## src/rtl/fir_ctrl_sched_if.sv

```systemverilog
// AXI-Lite bundle (no write-response channel) between the host and fir_ctrl_sched.
// Master drives valids/addresses/data and rready; slave drives the readies and read data.
interface fir_ctrl_sched_if #(
    parameter int pADDR_WIDTH = 12,
    parameter int pDATA_WIDTH = 32
);
    logic                   awvalid;
    logic                   awready;
    logic [pADDR_WIDTH-1:0] awaddr;
    logic                   wvalid;
    logic                   wready;
    logic [pDATA_WIDTH-1:0] wdata;
    logic                   arvalid;
    logic                   arready;
    logic [pADDR_WIDTH-1:0] araddr;
    logic                   rvalid;
    logic                   rready;
    logic [pDATA_WIDTH-1:0] rdata;

    modport master (
        output awvalid, awaddr, wvalid, wdata, arvalid, araddr, rready,
        input  awready, wready, arready, rvalid, rdata
    );

    modport slave (
        input  awvalid, awaddr, wvalid, wdata, arvalid, araddr, rready,
        output awready, wready, arready, rvalid, rdata
    );
endinterface

```

## src/rtl/fir_ctrl_sched.sv

```systemverilog
// FIR control/sequencing: ap_ctrl + data_length regs, one-cycle ap_start, tap BRAM arbitration.
// Latency: write commits the cycle after aw+w capture; read returns rvalid 2 cycles after ar handshake.
// Backpressure: readies drop while a write/read is in flight; rdata held until rready. FIR_CTRL_PERF_CNT_EN adds RUN cycle counter at 0x20.
module fir_ctrl_sched #(
    parameter int pADDR_WIDTH = 12,
    parameter int pDATA_WIDTH = 32,
    parameter int Tape_Num    = 11
) (
    input  logic                   axis_clk,
    input  logic                   axis_rst_n,
    fir_ctrl_sched_if.slave        axi,
    output logic                   ap_start,
    output logic [pDATA_WIDTH-1:0] data_length,
    input  logic                   eng_last,
    input  logic [pADDR_WIDTH-1:0] eng_tap_A,
    output logic                   tap_EN,
    output logic [3:0]             tap_WE,
    output logic [pADDR_WIDTH-1:0] tap_A,
    output logic [pDATA_WIDTH-1:0] tap_Di,
    input  logic [pDATA_WIDTH-1:0] tap_Do
);
    localparam logic [0:0] S_IDLE = 1'b0;
    localparam logic [0:0] S_RUN  = 1'b1;

    localparam logic [pADDR_WIDTH-1:0] A_CTRL   = '0;
    localparam logic [pADDR_WIDTH-1:0] A_LEN    = pADDR_WIDTH'(16);
    localparam logic [pADDR_WIDTH-1:0] A_TAP_LO = pADDR_WIDTH'(128);
    localparam logic [pADDR_WIDTH-1:0] A_TAP_HI = pADDR_WIDTH'(128 + 4 * Tape_Num - 4);

    logic [0:0]             state_q, state_d;
    logic                   ap_start_q, ap_start_d;
    logic                   done_q, done_d;
    logic [pDATA_WIDTH-1:0] len_q, len_d;
    logic                   init_q;
    logic                   aw_cap_q, aw_cap_d, w_cap_q, w_cap_d;
    logic [pADDR_WIDTH-1:0] awaddr_q, awaddr_d;
    logic [pDATA_WIDTH-1:0] wdata_q, wdata_d;
    logic                   ar_ph1_q, ar_ph1_d, ar_ph2_q, ar_ph2_d;
    logic [pADDR_WIDTH-1:0] araddr_q, araddr_d;
    logic                   rvalid_q, rvalid_d;
    logic [pDATA_WIDTH-1:0] rdata_q, rdata_d, rd_mux;
    logic [3:0]             tap_we_q, tap_we_d;
    logic [pADDR_WIDTH-1:0] tap_a_q, tap_a_d;
    logic [pDATA_WIDTH-1:0] tap_di_q, tap_di_d;

    logic is_idle, commit, aw_hs, w_hs, ar_hs, rd_hs;

    function automatic logic in_win(input logic [pADDR_WIDTH-1:0] a);
        return (a >= A_TAP_LO) && (a <= A_TAP_HI);
    endfunction

    assign is_idle     = (state_q == S_IDLE);
    assign commit      = aw_cap_q & w_cap_q;
    // Write commit owns the BRAM address register this cycle, so reads wait.
    assign axi.awready = init_q & ~aw_cap_q;
    assign axi.wready  = init_q & ~w_cap_q;
    assign axi.arready = init_q & ~(ar_ph1_q | ar_ph2_q | rvalid_q) & ~commit;
    assign aw_hs       = axi.awvalid & axi.awready;
    assign w_hs        = axi.wvalid & axi.wready;
    assign ar_hs       = axi.arvalid & axi.arready;
    assign rd_hs       = rvalid_q & axi.rready;

`ifdef FIR_CTRL_PERF_CNT_EN
    localparam logic [pADDR_WIDTH-1:0] A_PERF = pADDR_WIDTH'(32);
    logic [31:0] perf_q, perf_d;

    always_comb begin
        perf_d = perf_q;
        if (ap_start_d)
            perf_d = '0;
        else if (!is_idle && perf_q != 32'hFFFF_FFFF)
            perf_d = perf_q + 32'd1;
    end

    always_ff @(posedge axis_clk or negedge axis_rst_n) begin
        if (!axis_rst_n) perf_q <= '0;
        else             perf_q <= perf_d;
    end
`endif

    always_comb begin
        rd_mux = '0;
        if (araddr_q == A_CTRL)
            rd_mux[2:0] = {is_idle, done_q, ap_start_q};
        else if (araddr_q == A_LEN)
            rd_mux = len_q;
        else if (in_win(araddr_q))
            rd_mux = is_idle ? tap_Do : '1;
`ifdef FIR_CTRL_PERF_CNT_EN
        else if (araddr_q == A_PERF)
            rd_mux = pDATA_WIDTH'(perf_q);
`endif
    end

    always_comb begin
        state_d    = state_q;
        ap_start_d = 1'b0;
        done_d     = done_q;
        len_d      = len_q;
        aw_cap_d   = aw_cap_q | aw_hs;
        w_cap_d    = w_cap_q | w_hs;
        awaddr_d   = aw_hs ? axi.awaddr : awaddr_q;
        wdata_d    = w_hs ? axi.wdata : wdata_q;
        ar_ph1_d   = ar_hs;
        ar_ph2_d   = ar_ph1_q;
        araddr_d   = ar_hs ? axi.araddr : araddr_q;
        rvalid_d   = rvalid_q & ~rd_hs;
        rdata_d    = rdata_q;
        tap_we_d   = 4'h0;
        tap_a_d    = tap_a_q;
        tap_di_d   = tap_di_q;

        if (rd_hs && araddr_q == A_CTRL)
            done_d = 1'b0;

        if (commit) begin
            aw_cap_d = 1'b0;
            w_cap_d  = 1'b0;
            if (is_idle) begin
                if (awaddr_q == A_CTRL) begin
                    if (wdata_q[0] && len_q != '0) begin
                        state_d    = S_RUN;
                        ap_start_d = 1'b1;
                        done_d     = 1'b0;
                    end
                end else if (awaddr_q == A_LEN) begin
                    len_d = wdata_q;
                end else if (in_win(awaddr_q)) begin
                    tap_we_d = 4'hF;
                    tap_a_d  = awaddr_q - A_TAP_LO;
                    tap_di_d = wdata_q;
                end
            end
        end

        if (!is_idle && eng_last) begin
            state_d = S_IDLE;
            done_d  = 1'b1;
        end

        if (ar_hs && is_idle && in_win(axi.araddr))
            tap_a_d = axi.araddr - A_TAP_LO;

        if (ar_ph2_q) begin
            rvalid_d = 1'b1;
            rdata_d  = rd_mux;
        end
    end

    always_ff @(posedge axis_clk or negedge axis_rst_n) begin
        if (!axis_rst_n) begin
            state_q    <= S_IDLE;
            ap_start_q <= 1'b0;
            done_q     <= 1'b0;
            len_q      <= '0;
            init_q     <= 1'b0;
            aw_cap_q   <= 1'b0;
            w_cap_q    <= 1'b0;
            awaddr_q   <= '0;
            wdata_q    <= '0;
            ar_ph1_q   <= 1'b0;
            ar_ph2_q   <= 1'b0;
            araddr_q   <= '0;
            rvalid_q   <= 1'b0;
            rdata_q    <= '0;
            tap_we_q   <= 4'h0;
            tap_a_q    <= '0;
            tap_di_q   <= '0;
        end else begin
            state_q    <= state_d;
            ap_start_q <= ap_start_d;
            done_q     <= done_d;
            len_q      <= len_d;
            init_q     <= 1'b1;
            aw_cap_q   <= aw_cap_d;
            w_cap_q    <= w_cap_d;
            awaddr_q   <= awaddr_d;
            wdata_q    <= wdata_d;
            ar_ph1_q   <= ar_ph1_d;
            ar_ph2_q   <= ar_ph2_d;
            araddr_q   <= araddr_d;
            rvalid_q   <= rvalid_d;
            rdata_q    <= rdata_d;
            tap_we_q   <= tap_we_d;
            tap_a_q    <= tap_a_d;
            tap_di_q   <= tap_di_d;
        end
    end

    // The engine owns the tap port for the whole run.
    assign tap_EN      = 1'b1;
    assign tap_WE      = is_idle ? tap_we_q : 4'h0;
    assign tap_A       = is_idle ? tap_a_q : eng_tap_A;
    assign tap_Di      = tap_di_q;
    assign ap_start    = ap_start_q;
    assign data_length = len_q;
    assign axi.rvalid  = rvalid_q;
    assign axi.rdata   = rdata_q;
endmodule

```

## src/flat_wrapper.sv

```systemverilog
// flat-port wrapper written by rule: the top's interface ports become plain ports
module fir_ctrl_sched_flat 
#(
    parameter int pADDR_WIDTH = 12,
    parameter int pDATA_WIDTH = 32,
    parameter int Tape_Num    = 11
)
  (axis_clk, axis_rst_n, ap_start, data_length, eng_last, eng_tap_A, tap_EN, tap_WE, tap_A, tap_Di, tap_Do, axi_awvalid, axi_awaddr, axi_wvalid, axi_wdata, axi_arvalid, axi_araddr, axi_rready, axi_awready, axi_wready, axi_arready, axi_rvalid, axi_rdata);
  fir_ctrl_sched_if #(.pADDR_WIDTH(pADDR_WIDTH), .pDATA_WIDTH(pDATA_WIDTH)) axi_i ();
  input  logic axis_clk;
  input  logic axis_rst_n;
  output logic ap_start;
  output logic [pDATA_WIDTH-1:0] data_length;
  input  logic eng_last;
  input  logic [pADDR_WIDTH-1:0] eng_tap_A;
  output logic tap_EN;
  output logic [3:0] tap_WE;
  output logic [pADDR_WIDTH-1:0] tap_A;
  output logic [pDATA_WIDTH-1:0] tap_Di;
  input  logic [pDATA_WIDTH-1:0] tap_Do;
  input wire logic [$bits(axi_i.awvalid)-1:0] axi_awvalid;
  input wire logic [$bits(axi_i.awaddr)-1:0] axi_awaddr;
  input wire logic [$bits(axi_i.wvalid)-1:0] axi_wvalid;
  input wire logic [$bits(axi_i.wdata)-1:0] axi_wdata;
  input wire logic [$bits(axi_i.arvalid)-1:0] axi_arvalid;
  input wire logic [$bits(axi_i.araddr)-1:0] axi_araddr;
  input wire logic [$bits(axi_i.rready)-1:0] axi_rready;
  output wire logic [$bits(axi_i.awready)-1:0] axi_awready;
  output wire logic [$bits(axi_i.wready)-1:0] axi_wready;
  output wire logic [$bits(axi_i.arready)-1:0] axi_arready;
  output wire logic [$bits(axi_i.rvalid)-1:0] axi_rvalid;
  output wire logic [$bits(axi_i.rdata)-1:0] axi_rdata;
  assign axi_i.awvalid = axi_awvalid;
  assign axi_i.awaddr = axi_awaddr;
  assign axi_i.wvalid = axi_wvalid;
  assign axi_i.wdata = axi_wdata;
  assign axi_i.arvalid = axi_arvalid;
  assign axi_i.araddr = axi_araddr;
  assign axi_i.rready = axi_rready;
  assign axi_awready = axi_i.awready;
  assign axi_wready = axi_i.wready;
  assign axi_arready = axi_i.arready;
  assign axi_rvalid = axi_i.rvalid;
  assign axi_rdata = axi_i.rdata;
  fir_ctrl_sched #(.pADDR_WIDTH(pADDR_WIDTH), .pDATA_WIDTH(pDATA_WIDTH), .Tape_Num(Tape_Num)) u_core (.axis_clk(axis_clk), .axis_rst_n(axis_rst_n), .axi(axi_i), .ap_start(ap_start), .data_length(data_length), .eng_last(eng_last), .eng_tap_A(eng_tap_A), .tap_EN(tap_EN), .tap_WE(tap_WE), .tap_A(tap_A), .tap_Di(tap_Di), .tap_Do(tap_Do));
endmodule
```

## config.mk

```make
export PLATFORM = sky130hd
export DESIGN_NAME = fir_ctrl_sched_flat
export DESIGN_NICKNAME = d
export VERILOG_FILES = /design/src/rtl/fir_ctrl_sched_if.sv /design/src/rtl/fir_ctrl_sched.sv /design/src/flat_wrapper.sv
export SDC_FILE = /design/constraint.sdc
export NUM_CORES = 1
export LEC_CHECK = 0
export ABC_CLOCK_PERIOD_IN_PS = 2500
export CORE_MARGIN = 3
export CORE_UTILIZATION = 47
export DETAILED_ROUTE_END_ITERATION = 10
export HOLD_SLACK_MARGIN = 0.12
export PLACE_DENSITY_LB_ADDON = 0.2
export SYNTH_ARGS = -nofsm -noshare
export SYNTH_HDL_FRONTEND = slang
export SYNTH_SLANG_ARGS = --single-unit
```

## constraint.sdc

```tcl
create_clock -name axis_clk -period 2.5 [get_ports axis_clk]
set_clock_uncertainty 0.05 [all_clocks]
set_input_delay 0.375 -clock axis_clk [delete_from_list [all_inputs] [get_ports axis_clk]]
set_output_delay 0.375 -clock axis_clk [all_outputs]
set_load 0.02 [all_outputs]
```

# [After elaboration in Yosys (flattened, before gate mapping)]
# Index checks and enable logic that the tools add are counted.
[op_classes] n_addsub=2 mul=0 n_div=0 order_cmp=6 n_eq_ne=5 n_shift=0 mux=34 bitwise_logic=22 n_reduce_logical=17
[ops] operator="$mux 32" count=3
[ops] operator="$mux 12" count=7
[ops] operator="$ge 12x8->1 const B" count=3
[ops] operator="$le 12x8->1 const B" count=3
[ops] operator="$reduce_bool 32->1" count=1
[ops] operator="$mux 29" count=1
[ops] operator="$eq 12x5->1 const B" count=2
[ops] operator="$logic_not 12->1" count=2
[ops] operator="$mux 4" count=6
[ops] operator="$sub 12x8->12 const B" count=2
[ops] operator="$mux 1" count=16
[ops] operator="$and 1x1->1" count=10
[ops] operator="$reduce_and 5->1" count=2
[ops] operator="$logic_and 1x1->1" count=8
[ops] operator="$not 1->1" count=8
[ops] operator="$ne 2x2->1 const B" count=3
[ops] operator="$reduce_bool 2->1" count=3
[ops] operator="$or 1x1->1" count=4
[ops] operator="$reduce_and 4->1" count=1
[ops] operator="$mux 3" count=1
[word_totals] register_bits=177 latch_bits=0 ramBits=0 rom_bits=0 inputBits=107 output_inout_bits=118 elab_cells=103 mem_count=0

# [Logic depth before layout (Yosys ltp)]
[depth] ltp_word=10 depth_mapped=7 ltp_nobuf=6

# [Worst setup path before layout]
# OpenSTA, ideal clock, no wires.
[synth_path] path_kind="flip-flop to flip-flop" startpoint="register u_core.awaddr_q[8]" endpoint="register u_core.tap_di_q[1] (netlist: u_core.tap_Di[1])" setup_time_ns=0.125 arrival_time_ns=2.011 required_ns=2.325 setup_slack_ns=0.314 stages_incl_launch_ff=7 path_buffers=1 synth_period_minus_slack_ns=2.186 cell_sequence="dfrtp_1 > nor3_2 > or4b_4 > a211o_1 > nor2_4 > buf_6 > mux2_2"
[synth_between] elab_chain_len=3 word_cells_on_any_way=8 cone_classes="2 x order compare; 1 x eq/ne; 2 x bitwise; 3 x reduce/logical"
[synth_rtl] element="from (decl)" line="fir_ctrl_sched.sv:36" text="logic [pADDR_WIDTH-1:0] awaddr_q, awaddr_d;"
[synth_rtl] element="from (signal assigned)" line="fir_ctrl_sched.sv:177" text="awaddr_q <= awaddr_d;"
[synth_rtl] element="$ge 12x8->1, or another cell as far along" line="fir_ctrl_sched.sv:49" text="return (a >= A_TAP_LO) && (a <= A_TAP_HI);"
[synth_rtl] element="$logic_and 1x1->1 / $not 1->1 (equally long branches)"
[synth_rtl] element="$reduce_and 5->1 (no source line) *"
[synth_rtl] element="to (signal assigned)" line="fir_ctrl_sched.sv:186" text="tap_di_q <= tap_di_d;"
[synth_rtl] element="to (decl)" line="fir_ctrl_sched.sv:44" text="logic [pDATA_WIDTH-1:0] tap_di_q, tap_di_d;"
# Mark *: on every way between the ends. The rest lies on a longest branch, timed or not.
# A chain may end at the register's enable or synchronous reset.

# [Worst setup path in the final report]
[layout_path] startpoint="register u_core.awaddr_q[8]" endpoint="register u_core.tap_di_q[5] (netlist: u_core.tap_Di[5])"
# The elaborated chain is that of the path after synthesis.

==> results.sh <==
export IMPL_grt_pass1_wl_mm=32.8
export IMPL_avgSynthCellArea_um2=12.7
export IMPL_outcome="complete, no violations"
export IMPL_critPathSlowestCell="or4b_4"
export IMPL_grt_overflow=0
export IMPL_post_drt_wl_per_cell_um=19.6
export IMPL_drv_slew=0
export IMPL_cts_buffer_depth=2
export IMPL_portBuffers=223
export IMPL_cap_violations=0
export IMPL_htree_levels=4
export IMPL_hold_violations=0
export IMPL_num_rows=45
export IMPL_fillers=1145
export IMPL_power_density_nw_per_um2=846
export IMPL_final_common_cell="clkdlybuf4s50_1"
export IMPL_core_area_um2=15400
export IMPL_synth_area_um2=7540
export IMPL_cts_root_buf="clkbuf_16"
export IMPL_worst_setup_path_end_kind="flop"
export IMPL_cts_tree="yes"
export IMPL_slowest_delay_ns=0.53
export IMPL_critPathRequiredTime_ns=2.75
export IMPL_hold_path_class="flop to flop"
export IMPL_grt_max_degree=58
export IMPL_ios=225
export IMPL_worst_ep_arrival_time_ns=2.64
export IMPL_maxSlewHeadroom_pct=62.5
export IMPL_tightest_slew_ns=0.559
export IMPL_antenna_found_initial=0
export IMPL_dp_hpwl_mm=14.7
export IMPL_final_core_util_pct=69.2
export IMPL_gp_congestion=0.883
export IMPL_first_pass_iters=5
export IMPL_placed_area_um2=10100
export IMPL_synth_edff_count=0
export IMPL_cts_buffers=17
export IMPL_synth_seq_cells=174
export IMPL_finalSetupViolations=0
export IMPL_max_freq_ghz=0.420
export IMPL_remaining_drc_errors=0
export IMPL_dr_first_iter_drc_count=291
export IMPL_start_util_pct=48.9
export IMPL_stdcell_area_um2=10700
export IMPL_postCtsSetupRepairBufs=0
export IMPL_grt_pass1_vias=5899
export IMPL_drive_gt1_share_pct=23.8
export IMPL_power_leakage_nw=4.66
export IMPL_num_antenna_cells=0
export IMPL_viasPerCell=5.41
export IMPL_path_cells="nor3_2 > or4b_4 > a211o_1 > nor2_4 > buf_12 > mux2_2"
export IMPL_ys_seq_area_share_pct=57.7
export IMPL_clock_latency_ns=0.42
export IMPL_fp_dieW_um=133
export IMPL_fin_crit_ns=2.38
export IMPL_cts_sinks=174
export IMPL_rsz0062_at_grt="false"
export IMPL_final_setup_tns_ns=0
export IMPL_fin_crit_sh_pct=95.3
export IMPL_vias=5644
export IMPL_area_growth_pct=41.6
export IMPL_cts_clk_slew_worst_paths_ns=0.07
export IMPL_yosysWarningCount=0
export IMPL_power_w=0.00903
export IMPL_async_reset_ff_share_pct=100
export IMPL_path_class="flop to flop"
export IMPL_grt_usage_pct=23.7
export IMPL_wl_mm=20.5
export IMPL_dieArea_um2=17600
export IMPL_crit_path_start_kind="flop"
export IMPL_syn_inst=593
export IMPL_final_cell_mix="clkdlybuf4s50_1, dfrtp_1, mux2_2, nor2_1, o21ai_0"
export IMPL_layout_nets=931
export IMPL_ant_nets=0
export IMPL_path_max_fanout=32
export IMPL_ys_flop_type="dfrtp_1"
export IMPL_synth_cell_type_count=47
export IMPL_irDropWorstVdd_uv=488
export IMPL_die_h_um=133
==> metrics by stage <==
step	setup slack, ns	cells	hold WS (ns)
6_report	0.117	1043	0.357
5_1_grt	0.0262	1043	0.363
4_1_cts	0.0839	1043	0.363
3_5_place_dp	0.0532	1011	0.327
3_3_place_gp	0.212	1011	0.312
2_1_floorplan	0.314	594	0.0294
==> Yosys cell counts (all sizes together) (3+ instances only) <==
cell | count | area [µm²]
nand4 | 4 | 25.0
nand2b | 21 | 131
o2bb2ai | 10 | 87.6
nand2 | 19 | 71.3
a2bb2oi | 22 | 193
inv | 11 | 41.3
o21ai | 35 | 175
a211o | 3 | 26.3
dfrtp | 174 | 4350
o22ai | 4 | 25.0
nor3 | 9 | 50.1
ha | 4 | 50.1
a21oi | 18 | 90.1
nor2b | 3 | 18.8
nor2 | 44 | 173
mux2 | 139 | 1570
clkbuf | 17 | 63.8
nor4 | 10 | 62.6
buf | 18 | 109
==> logic make-up (layout without fill, tap and decap cells) <==
logic type | count (synthesis) | count (layout) | synth area share (%)
xor+xnor | 3 | 3 | 0.348
simple gates | 122 | 122 | 8.36
compound gates | 104 | 104 | 9.24
mux | 139 | 139 | 20.8
fa+ha+maj | 4 | 4 | 0.664
other cells | 1 | 2 | 0.0497
flops | 174 | 174 | 57.7
buf+inv | 46 | 284 | 2.84
==> flip-flops by register name, indices dropped and copies added, names as in the netlist, 12 cells and up <==
| register | count |
|---|---|
| u_core.data_length | 32 |
| u_core.tap_Di | 32 |
| u_core.axi.rdata | 32 |
| u_core.tap_a_q | 12 |
| u_core.araddr_q | 12 |
| u_core.awaddr_q | 12 |
| u_core.wdata_q | 32 |
==> power breakdown <==
group	switching [W]	total [W]	internal, W
logic	0.00108	0.00237	0.00129
registers	0.000544	0.00407	0.00353
clock network	0.00110	0.00259	0.00149
==> layer usage <==
layer	part of all wire, %	global-route usage, %	vias to the layer above
met5	0	0	-
met4	1.3	6.47	0
met3	7.4	6.84	18
met2	49	38.6	214
met1	42	31.4	2838
li1	-	-	2574
==> final timing paths <==
kind                            cells past startpoint                from                      to  slack [ns]
worst max register to register                      6  u_core.awaddr_q[8]        u_core.tap_Di[5]        0.12
worst min-delay path                                0     u_core.ar_ph1_q         u_core.ar_ph2_q        0.36
min in group asynchronous                           2          axis_rst_n  u_core.data_length[13]        0.43
worst max-delay path                                6  u_core.awaddr_q[8]        u_core.tap_Di[5]        0.12
max in group asynchronous                           3          axis_rst_n    u_core.axi.rdata[10]        1.18
worst min register to register                      0     u_core.ar_ph1_q         u_core.ar_ph2_q        0.36
==> worst max-delay path, delay by kind of cell, from the launching register on <==
| kind | cells | cell delay [ns] |
|---|---|---|
| AOI/OAI and AO/OA | 1 | 0.33 |
| buffers and inverters | 1 | 0.23 |
| DFF | 1 | 0.40 |
| muxes | 1 | 0.37 |
| and+or+nand+nor | 3 | 0.88 |
==> cell type report <==
| type | count | area [µm²] | area share [%] |
|---|---|---|---|
| Sequential cell | 174 | 4360 | 40.8 |
| Multi-Input combinational cell | 374 | 3010 | 28.1 |
| Timing Repair Buffer | 242 | 2430 | 22.7 |
| Clock buffer | 18 | 439 | 4.11 |
| Tap cell | 211 | 264 | 2.47 |
| Clock inverter | 13 | 144 | 1.35 |
| Inverter | 11 | 41.3 | 0.387 |
==> repair_timing <==
item | CTS | global route
setup endpoints to repair | 1 | 0
gates resized for setup | 1 | 0
hold buffers | 1 | 0
endpoints found under the hold margin | 52 | 0
Note: power is estimated with default switching activity, not from simulation.
